--- config.mk ---
export PLATFORM = sky130hd
export DESIGN_NAME = centroid_frame_ctrl
export DESIGN_NICKNAME = d
export VERILOG_FILES = /design/src/rtl/centroid_pkg.sv /design/src/rtl/seq_divider.sv /design/src/rtl/centroid_frame_ctrl.sv
export SDC_FILE = /design/constraint.sdc
export NUM_CORES = 1
export LEC_CHECK = 0
export ABC_AREA = 1
export CORE_ASPECT_RATIO = 0.5
export CORE_MARGIN = 2
export CORE_UTILIZATION = 55
export DETAILED_ROUTE_END_ITERATION = 6
export DONT_BUFFER_PORTS = 1
export HOLD_SLACK_MARGIN = 0.05
export PLACE_DENSITY = 0.7
export SETUP_SLACK_MARGIN = 0.3
export SLEW_MARGIN = 10
export SYNTH_ARGS = -nofsm -noshare
export SYNTH_HDL_FRONTEND = slang
export SYNTH_SLANG_ARGS = --single-unit
--- constraint.sdc ---
create_clock -name hdmi_clk1x_i -period 3.3 [get_ports hdmi_clk1x_i]
set_input_delay 0 -clock hdmi_clk1x_i [delete_from_list [all_inputs] [get_ports hdmi_clk1x_i]]
set_output_delay 0 -clock hdmi_clk1x_i [all_outputs]
set_load 0.05 [all_outputs]
--- src/rtl/centroid_pkg.sv ---
// Shared types and default sizes for the centroid frame sequencer.
//   state_t         : frame sequencer states
//   *_DEF           : default parameter values used by the top level
package centroid_pkg;

    typedef enum logic [2:0] {
        IDLE,
        WAIT_SOF,
        ACCUM,
        SNAP,
        DIV_X,
        DIV_Y,
        PUBLISH
    } state_t;

    localparam int COORD_W_DEF     = 12;
    localparam int SUM_W_DEF       = 32;
    localparam int MIN_COUNT_DEF   = 64;
    localparam int LOST_FRAMES_DEF = 4;

endpackage

--- src/rtl/seq_divider.sv ---
// Restoring unsigned divider, one quotient bit per clock, W cycles per result.
//   clk, rst_n          : clock, synchronous active-low reset
//   start               : load operands and begin (ignored while busy)
//   dividend, divisor   : operands, sampled on the start edge
//   quotient            : result, valid from the done pulse until next start
//   done                : one-cycle pulse when the quotient is final
//   busy                : division in progress
module seq_divider #(
    parameter int W = 32
) (
    input  logic         clk,
    input  logic         rst_n,
    input  logic         start,
    input  logic [W-1:0] dividend,
    input  logic [W-1:0] divisor,
    output logic [W-1:0] quotient,
    output logic         done,
    output logic         busy
);
    localparam int CNT_W = $clog2(W + 1);

    logic [W-1:0]     div_q;
    logic [W-1:0]     rem;
    logic [CNT_W-1:0] cnt;
    logic [W:0]       shifted;
    logic [W-1:0]     trial;
    logic             fits;

    // The quotient register doubles as the dividend shifter: its MSB feeds
    // the partial remainder while quotient bits enter at the LSB.
    assign shifted = {rem, quotient[W-1]};
    assign fits    = shifted >= {1'b0, div_q};
    // When fits, the difference is below the divisor, so W bits suffice.
    assign trial   = shifted[W-1:0] - div_q;

    always_ff @(posedge clk) begin
        if (!rst_n) begin
            quotient <= '0;
            div_q    <= '0;
            rem      <= '0;
            cnt      <= '0;
            busy     <= 1'b0;
            done     <= 1'b0;
        end else begin
            done <= 1'b0;
            if (start && !busy) begin
                quotient <= dividend;
                div_q    <= divisor;
                rem      <= '0;
                cnt      <= CNT_W'(W);
                busy     <= 1'b1;
            end else if (busy) begin
                if (fits) begin
                    rem      <= trial;
                    quotient <= {quotient[W-2:0], 1'b1};
                end else begin
                    rem      <= shifted[W-1:0];
                    quotient <= {quotient[W-2:0], 1'b0};
                end
                cnt <= cnt - CNT_W'(1);
                if (cnt == CNT_W'(1)) begin
                    busy <= 1'b0;
                    done <= 1'b1;
                end
            end
        end
    end

endmodule

--- src/rtl/centroid_frame_ctrl.sv ---
// Frame-level sequencer: snapshots x/y sums and black-pixel count at frame
// end, divides them into a centroid with one shared divider, publishes the
// result over valid/ready and flags target loss after repeated sparse frames.
//   hdmi_clk1x_i, rst_n_i      : pixel clock, synchronous active-low reset
//   enable_i                   : 1 = process frames, 0 = park in IDLE
//   lcd_vs                     : frame sync, high during the active frame
//   x_sum_i, y_sum_i, count_i  : accumulator outputs for the current frame
//   tgt_valid_o/tgt_ready_i    : centroid handshake
//   tgt_x_o, tgt_y_o           : centroid, saturated to COORD_W bits
//   tgt_lost_o                 : LOST_FRAMES consecutive sparse frames seen
//   busy_o                     : any state other than IDLE/WAIT_SOF
module centroid_frame_ctrl
    import centroid_pkg::*;
#(
    parameter int COORD_W     = COORD_W_DEF,
    parameter int SUM_W       = SUM_W_DEF,
    parameter int MIN_COUNT   = MIN_COUNT_DEF,
    parameter int LOST_FRAMES = LOST_FRAMES_DEF
) (
    input  logic               hdmi_clk1x_i,
    input  logic               rst_n_i,
    input  logic               enable_i,
    input  logic               lcd_vs,
    input  logic [SUM_W-1:0]   x_sum_i,
    input  logic [SUM_W-1:0]   y_sum_i,
    input  logic [SUM_W-1:0]   count_i,
    output logic               tgt_valid_o,
    input  logic               tgt_ready_i,
    output logic [COORD_W-1:0] tgt_x_o,
    output logic [COORD_W-1:0] tgt_y_o,
    output logic               tgt_lost_o,
    output logic               busy_o
);
    localparam int MISS_W = $clog2(LOST_FRAMES + 1);

    // A zero count must never reach the divider.
    if (MIN_COUNT < 1) begin : g_bad_min_count
        $error("MIN_COUNT must be at least 1");
    end
    if (LOST_FRAMES < 1) begin : g_bad_lost_frames
        $error("LOST_FRAMES must be at least 1");
    end
    if (SUM_W <= COORD_W) begin : g_bad_widths
        $error("SUM_W must exceed COORD_W");
    end

    state_t             state;
    logic               vs_d;
    logic [SUM_W-1:0]   x_snap, y_snap, cnt_snap;
    logic [COORD_W-1:0] qx;
    logic [MISS_W-1:0]  miss_cnt;

    logic               eof, sof, cnt_ok;
    logic               div_start, div_done, div_busy;
    logic [SUM_W-1:0]   div_dividend, div_quot;

    function automatic logic [COORD_W-1:0] sat_coord(input logic [SUM_W-1:0] q);
        return (|q[SUM_W-1:COORD_W]) ? '1 : q[COORD_W-1:0];
    endfunction

    // vs_d resets high so a low lcd_vs at reset release is not seen as EOF.
    assign eof    = vs_d & ~lcd_vs;
    assign sof    = ~vs_d & lcd_vs;
    assign cnt_ok = cnt_snap >= SUM_W'(MIN_COUNT);

    // x is divided from SNAP, y is chained on the x done pulse.
    assign div_start    = !div_busy &&
                          ((state == SNAP && cnt_ok) || (state == DIV_X && div_done));
    assign div_dividend = (state == SNAP) ? x_snap : y_snap;

    seq_divider #(.W(SUM_W)) u_div (
        .clk      (hdmi_clk1x_i),
        .rst_n    (rst_n_i),
        .start    (div_start),
        .dividend (div_dividend),
        .divisor  (cnt_snap),
        .quotient (div_quot),
        .done     (div_done),
        .busy     (div_busy)
    );

    always_ff @(posedge hdmi_clk1x_i) begin
        if (!rst_n_i) begin
            state       <= IDLE;
            vs_d        <= 1'b1;
            x_snap      <= '0;
            y_snap      <= '0;
            cnt_snap    <= '0;
            qx          <= '0;
            miss_cnt    <= '0;
            tgt_valid_o <= 1'b0;
            tgt_x_o     <= '0;
            tgt_y_o     <= '0;
            tgt_lost_o  <= 1'b0;
            busy_o      <= 1'b0;
        end else begin
            vs_d <= lcd_vs;
            case (state)
                IDLE: begin
                    if (enable_i) state <= WAIT_SOF;
                end
                WAIT_SOF: begin
                    if (!enable_i) begin
                        state <= IDLE;
                    end else if (sof) begin
                        state  <= ACCUM;
                        busy_o <= 1'b1;
                    end
                end
                ACCUM: begin
                    if (!enable_i) begin
                        state  <= IDLE;
                        busy_o <= 1'b0;
                    end else if (eof) begin
                        // Accumulator still holds this frame on the EOF edge.
                        x_snap   <= x_sum_i;
                        y_snap   <= y_sum_i;
                        cnt_snap <= count_i;
                        state    <= SNAP;
                    end
                end
                SNAP: begin
                    if (cnt_ok) begin
                        miss_cnt   <= '0;
                        tgt_lost_o <= 1'b0;
                        state      <= DIV_X;
                    end else begin
                        if (miss_cnt < MISS_W'(LOST_FRAMES))
                            miss_cnt <= miss_cnt + MISS_W'(1);
                        if (miss_cnt >= MISS_W'(LOST_FRAMES - 1))
                            tgt_lost_o <= 1'b1;
                        state  <= WAIT_SOF;
                        busy_o <= 1'b0;
                    end
                end
                DIV_X: begin
                    if (div_done) begin
                        qx    <= sat_coord(div_quot);
                        state <= DIV_Y;
                    end
                end
                DIV_Y: begin
                    if (div_done) begin
                        tgt_x_o     <= qx;
                        tgt_y_o     <= sat_coord(div_quot);
                        tgt_valid_o <= 1'b1;
                        state       <= PUBLISH;
                    end
                end
                PUBLISH: begin
                    // Valid is only withdrawn by a handshake.
                    if (tgt_ready_i) begin
                        tgt_valid_o <= 1'b0;
                        busy_o      <= 1'b0;
                        state       <= enable_i ? WAIT_SOF : IDLE;
                    end
                end
                default: begin
                    state  <= IDLE;
                    busy_o <= 1'b0;
                end
            endcase
        end
    end

endmodule

## Word-level counts from Yosys, hierarchy flattened

Index checks and enable logic that the tools add are counted.

| cells by class | value |
|---|---|
| add/sub/neg operators | 3 |
| $lt $le $gt $ge | 4 |
| equality and inequality tests | 17 |
| multiplexer cells | 35 |
| bitwise logic cells | 7 |
| reduce and logical (&&, ||, !) cells | 23 |

Operators with widths:

| operator | count |
|---|---|
| 32-bit two-way mux | 4 |
| 33-bit by 32-bit greater-or-equal comparator with 1-bit output | 1 |
| 3-bit two-way mux | 11 |
| 32-bit by 7-bit greater-or-equal comparator with 1-bit output (second input constant) | 1 |
| 32-bit subtractor | 1 |
| 3-bit case mux with 7 select lines | 1 |
| 20-bit OR reduction | 1 |
| 1-bit two-way mux | 14 |
| 12-bit two-way mux | 1 |
| 6-bit two-way mux | 2 |
| 2-bit inequality test (second input constant) | 6 |
| 6-bit AND reduction | 2 |
| 3-bit == test (second input constant) | 3 |
| 2-bit AND reduction | 4 |
| 2-bit nonzero test | 4 |
| 3-bit by 2-bit == test with 1-bit output (second input constant) | 2 |
| 6-bit by 1-bit == test with 1-bit output (second input constant) | 1 |
| 3-bit inequality test (second input constant) | 2 |
| 3-bit AND reduction | 2 |
| 3-bit OR reduction | 2 |
| 6-bit by 1-bit subtractor with 6-bit output (second input constant) | 1 |
| 1-bit inverter | 5 |
| 1-bit case mux with 5 select lines | 1 |
| 1-bit logical AND | 4 |
| 11 further kinds | 13 |

| storage, ports and cells | value |
|---|---|
| flip-flop bits (word level) | 246 |
| bits of input ports | 101 |
| output and inout port bits | 27 |
| logic and storage cells | 108 |

## Logic depth before layout (Yosys ltp)

Gate-level depths: netlist of run 1.

| logic depth | value |
|---|---|
| depth in word-level cells | 6 |
| gate-level depth with buffers | 16 |
| depth with buffers taken out | 16 |

## Hierarchy

A second synthesis of run 1 with hierarchy kept.

| second synthesis, totals | value |
|---|---|
| cell total of the unflattened synthesis | 1954 |
| area total of the unflattened synthesis | 12632.1 um^2 |

Modules (own cells, without submodules):

| module | times used | cells an instance | area an instance (um^2) | seq. area each (um^2) |
|---|---|---|---|---|
| seq_divider | 1 | 1157 | 6949.2 | 2082.0 |
| centroid_frame_ctrl | 1 | 797 | 5683.0 | 2842.7 |

## Worst setup path before layout of run 1

Ideal clock, no wire load.

| timing path | value |
|---|---|
| path type | register -> register |
| from | register u_div.quotient[31] |
| to | register u_div.rem[28] |
| library setup time | 118 ps |
| data arrival time | 1830 ps |
| data required time | 3182 ps |
| slack | 1351 ps |
| stages on the path, launching flop included | 17 |
| path buffers | 0 |
| period minus slack after synthesis | 1949 ps |
| cells stage by stage | dfxtp_1 -> inv_1 -> ha_1 -> inv_1 -> fa_1 -> nand3_1 -> nand3_1 -> nand2_1 -> nand2_1 -> nand2_1 -> nand2_1 -> nand2_1 -> nand2_1 -> nand2_1 -> nand3_1 -> nand2_1 -> a21oi_2 |

| between the ends | value |
|---|---|
| longest elaborated chain between the ends | 2 |
| elaborated cells on any way between the ends | 3 |
| those cells by class | 1 x add/sub; 1 x order compare; 1 x mux |

RTL lines:

| what | RTL line | RTL |
|---|---|---|
| start: declaration | seq_divider.sv:16 | `output logic [W-1:0] quotient,` |
| start signal: assignment | seq_divider.sv:47 | `quotient <= dividend;` |
| start signal: assignment | seq_divider.sv:55 | `quotient <= {quotient[W-2:0], 1'b1};` |
| start signal: assignment | seq_divider.sv:58 | `quotient <= {quotient[W-2:0], 1'b0};` |
| 32-bit subtractor / 33-bit by 32-bit greater-or-equal comparator with 1-bit output (equally long branches) | seq_divider.sv:34, seq_divider.sv:32 |  |
| 32-bit two-way mux (*) | seq_divider.sv:53 | `if (fits) begin` |
| end signal: assignment | seq_divider.sv:54 | `rem <= trial;` |
| end signal: assignment | seq_divider.sv:57 | `rem <= shifted[W-1:0];` |
| end: declaration | seq_divider.sv:23 | `logic [W-1:0] rem;` |

Every way passes the cells marked *; elsewhere a longest branch is shown, timed or not.
A chain may end at the register's enable or synchronous reset.

## Final worst setup path of run 1

| timing path | value |
|---|---|
| from | register u_div.div_q[8] |
| to | register u_div.rem[21] |

| between the ends | value |
|---|---|
| longest elaborated chain between the ends | 2 |
| elaborated cells on any way between the ends | 3 |
| those cells by class | 1 x add/sub; 1 x order compare; 1 x mux |

RTL lines:

| what | RTL line | RTL |
|---|---|---|
| start: declaration | seq_divider.sv:22 | `logic [W-1:0] div_q;` |
| start signal: assignment | seq_divider.sv:48 | `div_q <= divisor;` |
| 32-bit subtractor / 33-bit by 32-bit greater-or-equal comparator with 1-bit output (equally long branches) | seq_divider.sv:34, seq_divider.sv:32 |  |
| 32-bit two-way mux (*) | seq_divider.sv:53 |  |

Marks and branches as above.

==> metrics.yaml, run 1 <==
power_and_ir_drop:
  pwr-share-comb_pct: 10.6
  power.density_nw_per_um2: 455
  power.switching_mw: 1.70
  p_sw_share_pct: 25.9
  p_int_mw: 4.86
  leakage_nw: 6.89
  power_frac_clock_pct: 43.1
  ir_drop_v: 0.000357
  p_seq_share_pct: 46.3
global_route:
  grt_usage_pct: 30.4
  overflow: 0
  grt_pass1_wl_um: 59000
  antenna_found_initial: 0
  grt_max_degree: 203
  grt_pass1_vias: 11400
critical_path:
  cp-startpoint: "u_div.div_q[8]"
  cpMostUsedCell: "nand2_1"
  crit_arrival_ps: 3140
  crit_required_ps: 3750
  slowest_delay_ps: 380
  start_kind: "flop"
  cp-end-kind: "flop"
  slowest_stage: "nand2_4"
  cp_max_fo: 33
  r2r-start: "u_div.div_q[8]"
  worstPathCellList: "inv_1 > ha_1 > nand2_1 > nor2_1 > nand3_1 > nand3_2 > nand2_2 > nand2_1 > nand2_2 > nand2_4 > nand2_4 > nand2_1 > nand2_1 > a21oi_1"
  critical_path_class: "flop to flop"
cts:
  cts.path.max_buffers: 3
  cts-root-buf: "clkbuf_16"
  path_clk_slew_ps: 70
  tritoncts: "yes"
  clock_sinks: 246
  cts_max_level: 1
  cts_buffers: 23
  clkLatencyLatePin_ps: 540
floorplanning:
  io_pins: 128
  dieArea_um2: 24000
  core_um2: 22000
  die_w_um: 217
  die_height_um: 111
  rows: 38
  initial_core_util_pct: 56.8
logic_synthesis:
  synthDistinctLibCells: 38
  netlist_area_um2: 12500
  synth_cells: 1904
  async_flop_share_pct: 0
  syn_avg_cell_area_um2: 6.56
  yosysSeqAreaShare_pct: 39.4
  synth_seq_cells: 246
  synth_warnings: 0
  synth_fp_nets: 2042
  synth_edf_count: 0
  synthFlopType: "dfxtp_1"
drt:
  drt_iter0_markers: 1091
  drt-vias-per-instance: 5.40
  drc_errors: 0
  drt-total-wl_um: 36700
  wire_per_inst_um: 16.1
  drtAntennaViolNets: 0
  vias: 12300
  dr.pass1.iters: 5
placed_design:
  portBuffers: 0
  postPlaceCellArea_um2: 12500
  place.gp.congestion: 0.953
  hpwl_um: 24100
sta:
  hold_viol: 0
  grt_setup_unrepaired: "false"
  worst_pin_slew_ps: 1100
  min_period_over_period_pct: 81.5
  slew_headroom_pct: 26.8
  tns_ps: 0
  setup_violations: 0
  drv_slew: 0
  max_freq_mhz: 372
  skew_ps: 8.83
  fin_crit_ps: 2690
hold_path:
  hp-class: "input pin to flop"
  hp-start: "y_sum_i[14]"
cells_and_area:
  final_cell_mix: "nand2_1, nor2_1, dfxtp_1, inv_1, o21ai_0"
  fin_nets: 2095
  final_area_um2: 14400
  antennaDiodeCount: 0
  mostFrequentLayoutCell: "nand2_1"
  syn_to_final_growth_pct: 15.4
  drive_gt1_share_pct: 4.05
  fill_cells: 1952
run_status:
  status: "completed"
job:
  max_cap_violations: 0
## critical path, delay by kind of cell (launching register included)
kind | cells | cell delay (ps)
compound gates | 1 | 120
simple gates | 11 | 1750
flops | 1 | 310
buf+inv | 1 | 50
fa+ha+maj | 1 | 360
## power by group through the flow
stage                     clock network [mW]  logic, mW  registers [mW]
after floorplan                            0      0.421            3.09
after global placement                     0      0.534            3.10
after detailed placement                   0      0.529            3.10
after CTS                               2.86      0.675            3.03
after global routing                    2.99      0.759            3.04
final                                   2.83      0.698            3.03
## path summary, 6_finish.rpt
check	depth (start not counted)	endpoint	slack (ps)
setup reg to reg	14	u_div.rem[21]	610
hold reg to reg	2	u_div.div_q[22]	460
setup / recovery	14	u_div.rem[21]	610
hold / removal	3	y_snap[14]	140
## synthesized netlist by cell type, types with 2 or more instances
cell      number  area share, %
ha_1          36            3.6
nand2_4        2           0.18
nand4_1       14           0.70
nor4_1         7           0.35
inv_2          5           0.15
buf_2         17           0.68
o22ai_1        5           0.25
and2_1         5           0.25
a21oi_2        3           0.21
a21oi_1      137            5.5
nor2_4         2           0.18
nor2_1       306            9.2
o21ai_1        6           0.24
buf_6          8           0.72
inv_1        201            6.0
nand2_1      498             15
nand2_2        8           0.40
dfxtp_1      246             39
o21ai_0      192            7.7
buf_4          3           0.18
nor3_1         6           0.24
a31oi_1        3           0.15
buf_1          2          0.060
nand3_1       79            3.2
clkbuf_1      58            1.7
nand3b_1      27            1.6
xnor2_1       16            1.1
or2_2          2           0.10
## cells by family after synthesis
| group | after synthesis | share of synthesized area, % |
|---|---|---|
| xor gates and xnor gates | 16 | 1.12 |
| adders and majority gates | 37 | 3.77 |
| and+or+nand+nor | 959 | 31.6 |
| AOI/OAI and AO/OA | 351 | 14.3 |
| DFF | 246 | 39.4 |
| buffers and inverters | 295 | 9.69 |
## cell type report
type / count / area, um^2 / share of cell area (%)
repair buffers: 117 / 1180 / 8.21
flip-flops and latches: 246 / 4930 / 34.2
multi-input cells: 1363 / 6360 / 44.1
well taps: 300 / 375 / 2.60
clock inverters: 9 / 115 / 0.799
clock buffers: 32 / 679 / 4.71
inverters: 206 / 773 / 5.37
## metrics by stage
step           instances  total power [mW]  hold slack, ps  utilization (%)  setup WS (ps)
2_1_floorplan       1904              3.52             121                -           1350
3_3_place_gp        2127              3.63            99.4             57.1            679
3_5_place_dp        2127              3.63            96.1             57.1            695
4_1_cts             2273              6.57             123             65.6            659
5_1_grt             2273              6.78             146             65.6            382
6_report            2273              6.56             137             65.6            610
## state kept, by name, summed over array words and instances (netlist names)
signal,count
miss_cnt,3
cnt_snap,32
vs_d,1
tgt_x_o,12
u_div.done,1
y_snap,32
tgt_y_o,12
u_div.cnt,6
tgt_valid_o,1
u_div.rem,32
qx,12
tgt_lost_o,1
busy_o,1
x_snap,32
u_div.div_q,32
u_div.quotient,32
state,3
u_div.busy,1
## metal layers
| metal | part of all wire, % | track usage (%) | up-vias |
|---|---|---|---|
| li1 | - | - | 6144 |
| met1 | 47 | 42.3 | 5627 |
| met2 | 43 | 46.8 | 425 |
| met3 | 7.9 | 7.19 | 69 |
| met4 | 2.9 | 8.63 | 0 |
| met5 | 0 | 0 | - |
## timing repair
item,in CTS,in global routing
resized for setup,0,0
setup buffers,0,0
hold buffers,105,0
hold endpoints to repair,209,0
Note: power is estimated with default switching activity, not from simulation.
==> run 2, diff against run 1 <==
Settings changed: ABC_AREA 1 to 0.
Clock period 3.3 ns to 2.7 ns, I/O delays scaled along.
==> run 2 against run 1 <==
- the run now ends with negative hold slack, negative setup slack left
- clock skew grew 4.9 ps
- routed wire length decreased by 7.8%
- final cell count fell by 16%
- core utilization is 10 points higher
- worst hold slack worse by 520 ps
- sequential share of layout area shrank 2.7 points
==> metrics.yaml, run 2 <==
sta:
  slew_headroom_pct: 60.7
  min_period_over_period_pct: 102
  worst_pin_slew_ps: 590
  grt_setup_unrepaired: "true"
  drv_slew: 0
  max_freq_mhz: 362
  fin_hold_ws_ps: -383
  fin_crit_ps: 2760
  skew_ps: 13.7
  timing.final.ws_setup_ps: -64.8
  tns_ps: -286
  setup_violations: 10
  hold_viol: 194
logic_synthesis:
  synth_warnings: 0
  synth_seq_cells: 246
  netlist_top_cells_count: "nand2_1, dfxtp_1, a21boi_0, a21oi_1, clkbuf_1"
  netlist_area_um2: 11800
  synthDominantCellAreaShare_pct: 41.9
  synth_fp_nets: 1605
  synthDistinctLibCells: 70
  synthFlopType: "dfxtp_1"
  synth_area_leader_cell: "dfxtp_1"
  synth_most_common_cell: "nand2_1"
  syn_avg_cell_area_um2: 8.01
  yosys-top-cells-area: "dfxtp_1, nand2_1, a21boi_0"
  yosysSeqAreaShare_pct: 41.9
  synth_edf_count: 0
  async_flop_share_pct: 0
  synth_cells: 1467
floorplanning:
  core_um2: 20700
  rows: 37
  die_height_um: 107
  initial_core_util_pct: 56.7
  dieArea_um2: 22600
  io_pins: 128
  die_w_um: 211
cells_and_area:
  final_cell_mix: "nand2_1, dfxtp_1, a21boi_0, dlygate4sd3_1, a21oi_1"
  drive_gt1_share_pct: 20.1
  postLayoutCoreUtil_pct: 75.8
  antennaDiodeCount: 0
  final_area_um2: 15700
  fin_nets: 1754
  syn_to_final_growth_pct: 33.8
  mostFrequentLayoutCell: "nand2_1"
global_route:
  grt_max_degree: 214
  overflow: 0
  grt_pass1_wl_um: 52300
  grt_pass1_vias: 10600
  antenna_found_initial: 0
  grt_usage_pct: 28.3
cts:
  clkLatencyLatePin_ps: 550
  tritoncts: "yes"
  path_clk_slew_ps: 70
  clock_sinks: 246
  cts_buffers: 24
  cts.path.max_buffers: 3
  cts_max_level: 1
  cts-root-buf: "clkbuf_16"
job:
  max_cap_violations: 0
placed_design:
  postPlaceCellArea_um2: 12300
  place.gp.congestion: 0.922
  portBuffers: 0
  hpwl_um: 19800
power_and_ir_drop:
  leakage_nw: 6.17
  power.density_nw_per_um2: 486
  ir_drop_v: 0.000470
critical_path:
  crit_family: "compound AO/OA/AOI/OAI gates"
  crit_required_ps: 3170
  crit_arrival_ps: 3230
  slowest_stage: "fa_2"
  start_kind: "flop"
  slowest_delay_ps: 350
  cp_num_buf_inv: 2
  worstPathCellList: "inv_2 > ha_4 > inv_2 > fa_2 > a21o_1 > a221oi_2 > o211ai_1 > a31oi_2 > o21ai_2 > a311o_1 > a21oi_2 > mux2_4 > o211ai_2"
  critical_path_class: "flop to flop"
  cp_max_fo: 2
  cpMostUsedCell: "inv_2"
  cp-end-kind: "flop"
drt:
  drtAntennaViolNets: 0
  dr.pass1.iters: 6
  vias: 11100
  drt_iter0_markers: 870
  wire_per_inst_um: 17.7
  drt-vias-per-instance: 5.80
  drt-total-wl_um: 33800
  drc_errors: 0
run_status:
  status: "complete, but fails checks"
  violations: "negative hold slack, negative setup slack"
hold_path:
  hp-class: "input pin to flop"
-- run 2: changes by cell type after synthesis, sizes merged, moves of 69 or more --
| cell | change |
|---|---|
| nand2 | -82 |
| nand3 | -69 |
| a21boi | +146 |
| o21ai | -143 |
| inv | -164 |
| nor2 | -256 |
-- run 2: what timing repair did --
item | in CTS | in global routing
gates cloned | 5 | 7
gates resized for setup | 96 | 138
endpoints found under the setup margin | 94 | 110
pin swaps | 53 | 44
hold buffers | 116 | 2
buffers inserted | 16 | 15
hold endpoints to repair | 244 | 226
-- run 2: cell families after synthesis --
logic type / synth area share [%]
AND/OR/NAND/NOR: 21.4
AO/OA/AOI/OAI: 23.7
flip-flops: 41.9
buffers and inverters: 4.67
adder cells (fa/ha/maj): 4.00
XOR/XNOR: 2.31
multiplexers: 1.99
-- run 2: worst paths after layout --
| path | to | depth (start not counted) | start | slack, ps |
|---|---|---|---|---|
| hold / removal | u_div.div_q[18] | 1 | rst_n_i | -380 |
| setup reg to reg | u_div.rem[30] | 13 | u_div.quotient[31] | -60 |
| hold reg to reg | u_div.div_q[5] | 2 | cnt_snap[5] | 450 |
| setup / recovery | u_div.rem[30] | 13 | u_div.quotient[31] | -60 |
-- run 2: layout make-up --
class	instances	area, um^2
multi-input cells	1084	7160
fillers	1367	5010
flip-flops and latches	246	4950
repair buffers	217	2320
clock buffers	30	673
well taps	273	342
inverters	43	161
clock inverters	14	116
-- run 2: routing by layer --
layer	up-vias	GRT usage [%]	part of all wire, %
met5	-	0	0
met4	0	7.95	3.0
met3	97	5.25	5.8
met2	369	48.5	48
met1	5276	36.8	43
li1	5321	-	-
-- run 2: metrics by stage --
stage / total power [mW] / hold WS [ps] / instances / worst slack (ps)
after floorplan: 4.07 / 101 / 1467 / 13.0
after detailed placement: 4.14 / 107 / 1704 / -97.0
after global routing: 7.89 / -395 / 1907 / -174
after CTS: 7.61 / -400 / 1885 / 0.700
final: 7.65 / -383 / 1907 / -64.8
after global placement: 4.13 / 106 / 1704 / -27.5
-- run 2: where the power goes --
| part | switching (mW) | internal [mW] |
|---|---|---|
| logic | 0.276 | 0.350 |
| clock network | 1.53 | 1.80 |
| registers | 0.0352 | 3.65 |
